$ cat src/rtl/pipe_ctrl.sv
// Pipeline hazard/redirect controller: stage enables, flush requests and FSM.
// Optional performance counters are built when PIPE_CTRL_PERF_EN is defined.
module pipe_ctrl #(
  parameter int CNT_W = 16
) (
  input  logic             clk,
  input  logic             clr,
  input  logic [4:0]       id_rs,
  input  logic [4:0]       id_rt,
  input  logic             id_use_rt,
  input  logic [4:0]       exe_wr,
  input  logic             exe_regwrite,
  input  logic             exe_memtoreg,
  input  logic             exe_branch_taken,
  input  logic             exe_jump,
  input  logic             mem_busy,
  output logic             pc_en,
  output logic             if2id_en,
  output logic             id2exe_en,
  output logic             if2id_flush,
  output logic             id2exe_flush,
  output logic [1:0]       state,
  output logic [CNT_W-1:0] stall_cnt,
  output logic [CNT_W-1:0] flush_cnt
);

  typedef enum logic [1:0] {
    ST_RUN   = 2'd0,
    ST_STALL = 2'd1,
    ST_REDIR = 2'd2,
    ST_WAIT  = 2'd3
  } state_t;

  state_t r_state;
  state_t w_next;
  logic   w_lu;
  logic   w_redir;

  // $0 is hardwired, so a load targeting it can never create a dependency.
  assign w_lu = exe_regwrite & exe_memtoreg & (exe_wr != 5'd0) &
                ((exe_wr == id_rs) | (id_use_rt & (exe_wr == id_rt)));
  assign w_redir = exe_branch_taken | exe_jump;

  assign state = r_state;

  // NOTE: sequential state uses non-blocking assignments so every register
  // samples the pre-edge values of its peers.
  always_ff @(posedge clk or posedge clr) begin
    if (clr) r_state <= ST_RUN;
    else     r_state <= w_next;
  end

  // NOTE: every output gets a default first so no path through the case
  // leaves a variable unassigned and infers a latch.
  always_comb begin
    pc_en        = 1'b1;
    if2id_en     = 1'b1;
    id2exe_en    = 1'b1;
    if2id_flush  = 1'b0;
    id2exe_flush = 1'b0;
    w_next       = ST_RUN;
    unique case (r_state)
      ST_RUN, ST_WAIT: begin
        if (mem_busy) begin
          pc_en     = 1'b0;
          if2id_en  = 1'b0;
          id2exe_en = 1'b0;
          w_next    = ST_WAIT;
        end else if (w_redir) begin
          if2id_flush  = 1'b1;
          id2exe_flush = 1'b1;
          w_next       = ST_REDIR;
        end else if (w_lu) begin
          pc_en        = 1'b0;
          if2id_en     = 1'b0;
          id2exe_flush = 1'b1;
          w_next       = ST_STALL;
        end
      end
      default: begin
        // EXE holds a bubble here, so only memory back-pressure matters.
        if (mem_busy) begin
          pc_en     = 1'b0;
          if2id_en  = 1'b0;
          id2exe_en = 1'b0;
          w_next    = ST_WAIT;
        end
      end
    endcase
    if (clr) begin
      pc_en        = 1'b0;
      if2id_en     = 1'b0;
      id2exe_en    = 1'b0;
      if2id_flush  = 1'b1;
      id2exe_flush = 1'b1;
    end
  end

`ifdef PIPE_CTRL_PERF_EN
  logic [CNT_W-1:0] r_stall_cnt;
  logic [CNT_W-1:0] r_flush_cnt;

  // if2id_flush outside reset is asserted only by the redirect decode.
  always_ff @(posedge clk or posedge clr) begin
    if (clr) begin
      r_stall_cnt <= '0;
      r_flush_cnt <= '0;
    end else begin
      if (!pc_en && (r_stall_cnt != '1))
        r_stall_cnt <= r_stall_cnt + CNT_W'(1);
      if (if2id_flush && (r_flush_cnt != '1))
        r_flush_cnt <= r_flush_cnt + CNT_W'(1);
    end
  end

  assign stall_cnt = r_stall_cnt;
  assign flush_cnt = r_flush_cnt;
`else
  assign stall_cnt = '0;
  assign flush_cnt = '0;
`endif

endmodule
$ cat config.mk
export PLATFORM = sky130hd
export DESIGN_NAME = pipe_ctrl
export DESIGN_NICKNAME = d
export VERILOG_FILES = /design/src/rtl/pipe_ctrl.sv
export SDC_FILE = /design/constraint.sdc
export NUM_CORES = 1
export LEC_CHECK = 0
export ABC_AREA = 1
export CAP_MARGIN = 5
export CORE_ASPECT_RATIO = 0.7
export CORE_MARGIN = 1
export CORE_UTILIZATION = 26
export CTS_BUF_LIST = sky130_fd_sc_hd__clkbuf_8 sky130_fd_sc_hd__clkbuf_16
export DETAILED_ROUTE_END_ITERATION = 16
export PLACE_DENSITY = 0.88
export SYNTH_ARGS = -nofsm -noshare
export SYNTH_HDL_FRONTEND = slang
export SYNTH_SLANG_ARGS = --single-unit
$ cat constraint.sdc
create_clock -name clk -period 1.2 [get_ports clk]
set_clock_uncertainty 0.1 [all_clocks]
set_input_delay 0.24 -clock clk [delete_from_list [all_inputs] [get_ports clk]]
set_output_delay 0.24 -clock clk [all_outputs]
set_load 0.005 [all_outputs]
==> results of run 1 <==
per-stage QoR:
stage / TNS (ps) / total power [mW]
after floorplan: -142.6 / 0.2548
after global placement: -4645 / 0.3105
after detailed placement: -4761 / 0.3124
after CTS: -2030 / 0.5862
after global routing: -2537 / 0.6392
final: -2183 / 0.5914
cells by family (layout without fill, tap and decap cells):
group | Yosys count | after routing | synth area share
XOR/XNOR | 2 | 2 | 0.02887
AND/OR/NAND/NOR | 47 | 47 | 0.3340
buffers and inverters | 53 | 63 | 0.5320
AO/OA/AOI/OAI | 2 | 2 | 0.01648
other | 1 | 32 | 0.006180
flip-flops | 2 | 2 | 0.08248
cell usage after synthesis, drive strengths merged:
library cell / number / area, um^2
nand4: 1 / 6.260
a21oi: 1 / 5.000
nor2: 11 / 46.29
xor2: 1 / 8.760
o21ai: 1 / 5.000
nand2: 30 / 115.1
inv: 20 / 75.07
dfrtp: 2 / 50.05
xnor2: 1 / 8.760
buf: 33 / 247.7
nand3: 5 / 35.03
conb: 1 / 3.750
worst min-delay path, stage by stage:
cell and delay [ps]:
dlygate4sd2_1 260, inv_1 80, nand2_1 70
path summary, 6_finish.rpt:
kind | startpoint | to | slack (ps) | cells after the start
max in group asynchronous | clr | state[0] | 370 | 3
max reg2reg | state[0] | state[0] | -380 | 9
max | state[0] | if2id_en | -470 | 7
min | mem_busy | state[0] | 370 | 3
min in group asynchronous | clr | state[1] | 520 | 3
min reg2reg | state[1] | state[1] | 700 | 3
final cells by class:
class | count | area, um^2 | share of cell area
flip-flops and latches | 2 | 50.05 | 0.05369
multi-input cells | 83 | 381.6 | 0.4094
well taps | 32 | 40.04 | 0.04295
clock buffers | 3 | 41.29 | 0.04430
inverters | 20 | 75.07 | 0.08054
repair buffers | 40 | 344.1 | 0.3691
per-layer routing:
| metal | up-vias | GRT usage | part of all wire |
|---|---|---|---|
| met5 | - | 0 | 0 |
| met4 | 0 | 0.08372 | 0.017 |
| met3 | 3 | 0.009259 | 0.059 |
| met2 | 24 | 0.1689 | 0.48 |
| met1 | 255 | 0.1460 | 0.44 |
| li1 | 328 | - | - |
timing repair:
item | 4_1_cts | 5_1_grt
hold endpoints to repair | 2 | 0
resized for setup | 53 | 10
cloned | 0 | 0
hold buffers | 1 | 0
endpoints found under the setup margin | 8 | 7
setup buffers | 4 | 2
pin swaps | 17 | 9
where the power goes:
| group | total [mW] | switching, mW | internal (mW) | leakage, nW |
|---|---|---|---|---|
| Clock | 0.271 | 0.0587 | 0.213 | 0.0216 |
| Sequential | 0.0782 | 0.00495 | 0.0733 | 0.0223 |
| Combinational | 0.242 | 0.124 | 0.118 | 0.538 |
| Total | 0.591 | 0.187 | 0.404 | 0.582 |
==> impl_results.md, run 1 <==
* Number of global-route vias before repair at 563
* Leakage at 0.5817 nW
* Routability cong. at 0.6588
* Post-route insts no fill at 180
* Crit path required time at 860 ps
* Sink Count at 2
* Final core occ at 0.4291
* Dpl cells at 170
* Max reg flops at 2
* DIE HEIGHT at 42.42 um
* Iter 0 DRT Violations at 17
* First-pass GRT wire length at 2111 um
* Outcome: complete, but fails checks
* WP buf/inv at 3
* Largest net degree at the start of global routing at 6
* CP max stage cell: dfrtp_1
* Final net count at 173
* Syn-to-layout area delta at 53.61%
* Critical setup path kind: reg2out
* Antenna Nets Post-Route at 0
* Crit-path max cell delay at 390 ps
* Antenna violations before repair at 0
* Worst path arrival time at 1330 ps
* Gr ovfl total at 0
* Startpoint Class: register
* Max IR drop VDD at 237.3 uV
* Hold_ws at 369.5 ps
* #FFs+latches synth at 2
* Std cell rows at 14
* Synth Area per Inst at 5.671 um^2
* Post-layout instance area at 932.1 um^2
* Fillers at 253
* Crit Path Max Fanout at 2
* Sequential area share after synthesis at 0.08247
* Die area at 2534 um^2
* Root Buffer: clkbuf_8
* Core box area at 2172 um^2
* Max Clock Freq at 0.5982 GHz
* Fin crit share at 1.393
* CTS tree: yes
* Cell area after synthesis at 606.8 um^2
* Power density over cell area at 634.4 nW/um^2
* Worst skew pair latency at 210 ps
* Reg clk slew, reported paths at 30 ps
* Distinct cell type count after synthesis at 16
* Failing checks: negative setup slack
* CP cell instances: xor2_2 -> buf_4 -> nor2_4 -> nand3_2 -> nand2_2 -> inv_2 -> buf_2
* Cts bufs inserted at 3
* Post-DP HPWL at 1045 um
* Final Hold Violating Endpoints at 0
* Die X at 59.74 um
* Worst setup EP type: output pin
* Max Slew Vio Count at 0
* Final Setup Violations at 6
* YS warnings at 0
* Minimum clock period at 1672 ps
* Via count at 610
* Final WL at 1330 um
* Post-Syn Instances at 107
* Clock Path Buffers at 2
* Via/cell ratio at 3.389
* Min-Delay Path Class: in2reg
* GRT Total Usage at 0.1120
* Commonest non-fill, non-tap cell in the layout: conb_1
* Slack of the critical path at -471.6 ps
* RSZ-0062 raised after global routing: true
* Pre-CTS setup slack at -1011 ps
* ANT cells at 0
* Share of layout cells above drive strength 1 at 0.2635
* Placement Cell Area at 835.8 um^2
* Initial core utilization at 0.2794
* # Max-Cap Violations at 0
* Boundary Pins at 62
* H-tree depth at 1
* Post-route DRC violation count at 0
* Iteration count of the initial detailed-routing pass at 2
* Drt wl/cell at 7.389 um
* Buffers on Ports at 29
* Crit path max-delay family: flip-flops
* Most frequent cells in the layout: 32 x conb_1, 28 x nand2_1, 16 x dlygate4sd2_1
No activity file was read; power rests on OpenSTA's default activity.
==> run 2, diff against run 1 <==
Settings changed: CORE_UTILIZATION 26 to 29, PLACE_DENSITY 0.88 to 0.93.
Clock period 1.2 ns to 1.7 ns, I/O delays scaled along.
==> run 2 against run 1 <==
The run ends with design-rule violations, negative setup slack left. Critical path type unchanged. Wire length is 8.5% higher. Register-to-register slack better by 760 ps. Via count is 1.5% higher. Critical path depth is 1 lower. Combinational power is 30% lower. Hold slack worse by 280 ps. Count of clock-buffer cells in the layout stayed put.
==> impl_results.md, run 2 (synthesis results as in run 1) <==
* GRT Total Usage at 0.1101
* Reg clk slew, reported paths at 30 ps
* Slack of the critical path at -29.08 ps
* Switching Fraction at 0.3153
* Core box area at 1919 um^2
* Root Buffer: clkbuf_8
* Final WL at 1443 um
* CTS tree: yes
* Die X at 56.68 um
* Cts bufs inserted at 3
* Dpl cells at 162
* Die area at 2282 um^2
* Worst skew pair latency at 210 ps
* Share of power burned in registers at 0.134
* DIE HEIGHT at 40.27 um
* Max Clock Freq at 0.5783 GHz
* Worst R2R Path Depth at 6
* Failing checks: design-rule violations, negative setup slack
* Sink Count at 2
* Iteration count of the initial detailed-routing pass at 10
* Crit path max-delay family: flip-flops
* Clock Power Share at 0.455
* CP max stage cell: dfrtp_1
* Power density over cell area at 471.4 nW/um^2
* Crit path required time at 1260 ps
* Leakage at 0.5683 nW
* Antenna Nets Post-Route at 0
* Clock Path Buffers at 2
* Initial core utilization at 0.3162
* P_sw at 129.6 uW
* Crit-path max cell delay at 390 ps
* Iter 0 DRT Violations at 20
* Crit Path Max Fanout at 3
* Boundary Pins at 62
* Max reg flops at 2
* Outcome: complete, but fails checks
* Buffers on Ports at 29
* Std cell rows at 13
* WP buf/inv at 2
* Post-DP HPWL at 994.4 um
* Setup TNS at -76.09 ps
* Commonest non-fill, non-tap cell in the layout: conb_1
* Int Power at 281.5 uW
* Final Hold Violating Endpoints at 0
* Via count at 619
* First-pass GRT wire length at 1828 um
* Max Slew Vio Count at 0
* Share of layout cells above drive strength 1 at 0.3716
* Post-route DRC violation count at 6
* Final core occ at 0.4544
* RSZ-0062 raised after global routing: true
* Critical setup path kind: reg2out
* Largest net degree at the start of global routing at 6
* Post-route insts no fill at 170
* Startpoint Class: register
* Final Setup Violations at 3
* Critical path depth at 6
* Comb power frac at 0.410
* Fillers at 209
* Via/cell ratio at 3.641
* Fin crit share at 1.017
* Minimum clock period at 1729 ps
* # Max-Cap Violations at 0
* ANT cells at 0
* Worst setup EP type: output pin
* Routability cong. at 0.6728
* H-tree depth at 1
* Drt wl/cell at 8.488 um
* Final net count at 173
* CP cell instances: xor2_2 -> nor2_1 -> nand3_2 -> nand2_2 -> inv_2 -> buf_6
* Max IR drop VDD at 145.3 uV
* Min-Delay Path Class: in2async
* Number of global-route vias before repair at 462
* Most frequent cells in the layout: 32 x conb_1, 28 x nand2_1, 13 x buf_2
* Worst path arrival time at 1290 ps
* Gr ovfl total at 0
* Syn-to-layout area delta at 43.71%
* Antenna violations before repair at 0
run 2: cell count changes in the layout (fill, tap and decap cells not counted), sizes merged:
cell / delta
dlygate4sd2: -10
buf: +9
clkbuf: +2
dlygate4sd3: -1
run 2: path summary, 6_finish.rpt:
kind	start	endpoint	slack, ps
min in group clk	exe_jump	state[1]	460
max in group asynchronous	clr	state[1]	1300
worst min register to register	state[1]	state[1]	560
worst min-delay path	clr	state[0]	90
worst max-delay path	state[0]	pc_en	-30
worst max register to register	state[0]	state[0]	380
run 2: final cells by class:
cell class	instances	area, um^2	area share
clock buffer	3	41.29	0.04735
inverter	20	75.07	0.08608
multi-input combinational	83	384.1	0.4405
sequential	2	50.05	0.05739
tap	22	27.53	0.03156
timing repair buffer	40	294.0	0.3372
run 2: what timing repair did:
item,4_1_cts,5_1_grt
resized for setup,80,15
setup buffers,3,2
pin swaps,26,14
gates cloned,0,0
setup endpoints to repair,5,5
hold buffers,0,0
run 2: routing by layer:
metal	share of wire	global-route usage	routed length, um	vias up
li1	-	-	-	328
met1	0.40	0.1335	584	261
met2	0.51	0.1667	739	25
met3	0.064	0.02903	93	5
met4	0.019	0.1000	27	0
met5	0	0	0	-
run 2: power by group through the flow:
stage / sequential [mW] / clock (mW) / combinational (mW)
CTS: 0.0552 / 0.189 / 0.157
detailed placement: 0.0544 / 0 / 0.168
global placement: 0.0544 / 0 / 0.166
floorplan: 0.0549 / 0 / 0.124
global route: 0.0559 / 0.199 / 0.189
finish: 0.0551 / 0.187 / 0.169
run 2: stage by stage:
stage / cell area [um^2] / setup WS (ps) / hold WS (ps) / total power, mW
3_5_place_dp: 838.3 / -693.2 / 471.4 / 0.2223
4_1_cts: 855.8 / -10.72 / 72.63 / 0.4003
6_report: 872.1 / -29.08 / 87.74 / 0.4111
5_1_grt: 872.1 / -93.28 / 89.82 / 0.4446
2_1_floorplan: 723.2 / 265.1 / -18.82 / 0.1786
3_3_place_gp: 838.3 / -674.3 / 469.7 / 0.2202
==> run 3, diff against run 2 <==
Settings changed: CORE_ASPECT_RATIO 0.7 to 0.75.
==> run 3 against run 2 <==
The flow finishes with violations (negative setup slack). Critical path type is now in2out. Global-route usage is 0.14 points lower. Setup slack improved by 9.6 ps. Die area barely moved. Via count shrank 3.9%. Count of clock-buffer cells in the layout is the same. Wire length down 9.7%.
==> impl_results.md, run 3 (synthesis results as in run 1) <==
* H-tree depth at 1
* Final net count at 171
* DIE HEIGHT at 41.62 um
* Syn-to-layout area delta at 38.76%
* Iteration count of the initial detailed-routing pass at 4
* CP startpoint: exe_memtoreg
* Worst path arrival time at 1280 ps
* Die X at 54.82 um
* Max IR drop VDD at 344.5 uV
* Critical path depth at 7
* Failing checks: negative setup slack
* Largest net degree at the start of global routing at 6
* CTS tree: yes
* ANT cells at 0
* Core box area at 1854 um^2
* Int Power at 274.5 uW
* Critical setup path kind: in2out
* Antenna Nets Post-Route at 0
* Outcome: complete, but fails checks
* Buffers on Ports at 29
* Reg clk slew, reported paths at 30 ps
* Die area at 2281 um^2
* Slack of the critical path at -19.47 ps
* CTS Hold Buffers Added at 0
* Iter 0 DRT Violations at 15
* Fin crit share at 1.011
* Via/cell ratio at 3.542
* Cts bufs inserted at 3
* Sink Count at 2
* Number of global-route vias before repair at 434
* Final Setup Violations at 3
* Comb power frac at 0.389
* Final Hold Violating Endpoints at 0
* RSZ-0062 raised after global routing: true
* Worst R2R Path Depth at 7
* Via count at 595
* Share of power burned in registers at 0.139
* Drt wl/cell at 7.756 um
* Power density over cell area at 471.1 nW/um^2
* P_sw at 122.2 uW
* Crit path required time at 1260 ps
* WP buf/inv at 4
* Dpl cells at 160
* GRT Total Usage at 0.1088
* Post-route insts no fill at 168
* Worst r2r src: state[1]
* Crit path max-delay family: buffers and inverters
* Gr ovfl total at 0
* Post-route DRC violation count at 0
* Antenna violations before repair at 0
* Share of layout cells above drive strength 1 at 0.2945
* Final WL at 1303 um
* Post-DP HPWL at 1020 um
* CP max stage cell: clkdlybuf4s50_1
* # Max-Cap Violations at 0
* Routability cong. at 0.6971
* Worst setup EP type: output pin
* CP cell instances: clkdlybuf4s50_1 -> nand3_1 -> inv_1 -> nand3_2 -> nand2_1 -> inv_1 -> buf_2
* Most used cell, CP: inv_1
* Worst r2r dst: state[0]
* Boundary Pins at 62
* Crit Path Max Fanout at 2
* Worst skew pair latency at 210 ps
* Switching Fraction at 0.3080
* Most frequent cells in the layout: 32 x conb_1, 29 x nand2_1, 15 x inv_1
* First-pass GRT wire length at 1725 um
* Min-Delay Path Class: in2async
* Minimum clock period at 1719 ps
* Clock Path Buffers at 2
* Clock Power Share at 0.472
* Leakage at 0.5479 nW
* R2r setup slk at 300 ps
* Max Slew Vio Count at 0
* Max reg flops at 2
* Total power at 396.7 uW
* Initial core utilization at 0.3273
* Root Buffer: clkbuf_8
* Startpoint Class: primary input
* Worst Setup EP: if2id_en
* Crit-path max cell delay at 450 ps
* Max Clock Freq at 0.5816 GHz
* Commonest non-fill, non-tap cell in the layout: conb_1
* Std cell rows at 13
==> run 3: repair_timing <==
item                       CTS  global route
buffers inserted             4             1
setup endpoints to repair    5             4
cloned                       0             0
gates resized for setup     65            11
hold endpoints to repair     0             0
pin swaps                   24            16
==> run 3: worst min-delay path by stage <==
| stage | end | slack [ps] | cells after the start |
|---|---|---|---|
| 6_report | state[1] | 60 | 2 |
| 5_1_grt | state[1] | 60 | 2 |
| 4_1_cts | state[1] | 50 | 2 |
| 3_5_place_dp | state[1] | 470 | 2 |
| 3_3_place_gp | state[1] | 470 | 2 |
| 2_1_floorplan | state[0] | -20 | 1 |
==> run 3: power by group through the flow <==
stage,logic [mW],registers (mW),clock network (mW)
final,0.154,0.0553,0.187
after global routing,0.173,0.0562,0.205
after CTS,0.156,0.0553,0.194
after detailed placement,0.165,0.0546,0
after global placement,0.163,0.0543,0
after floorplan,0.124,0.0549,0
==> run 3: stage by stage <==
stage               hold WS (ps)  TNS, ps  cell area, um^2  setup WS (ps)    util
floorplan                 -18.82        0            723.2          265.1       -
global placement           474.1    -2560            823.3         -667.9  0.4440
detailed placement         470.4    -2586            823.3         -669.4  0.4440
CTS                        53.69   -40.95            869.6         -40.02  0.4690
global route               57.17   -299.3            842.1         -93.15  0.4541
finish                     58.61   -43.15            842.1         -19.47  0.4541
==> run 3: final cells by class <==
type | count | area, um^2
fill | 206 | 1012
multi-input combinational | 83 | 371.6
timing repair buffer | 38 | 276.5
inverter | 20 | 75.07
sequential | 2 | 50.05
clock buffer | 3 | 41.29
tap | 22 | 27.53
==> run 3: metal layers <==
metal | vias to the layer above | routed length, um | global-route usage
li1 | 323 | - | -
met3 | 0 | 89 | 0.02930
met4 | 0 | 0 | 0.09231
met1 | 249 | 541 | 0.1391
met5 | - | 0 | 0
met2 | 23 | 672 | 0.1446
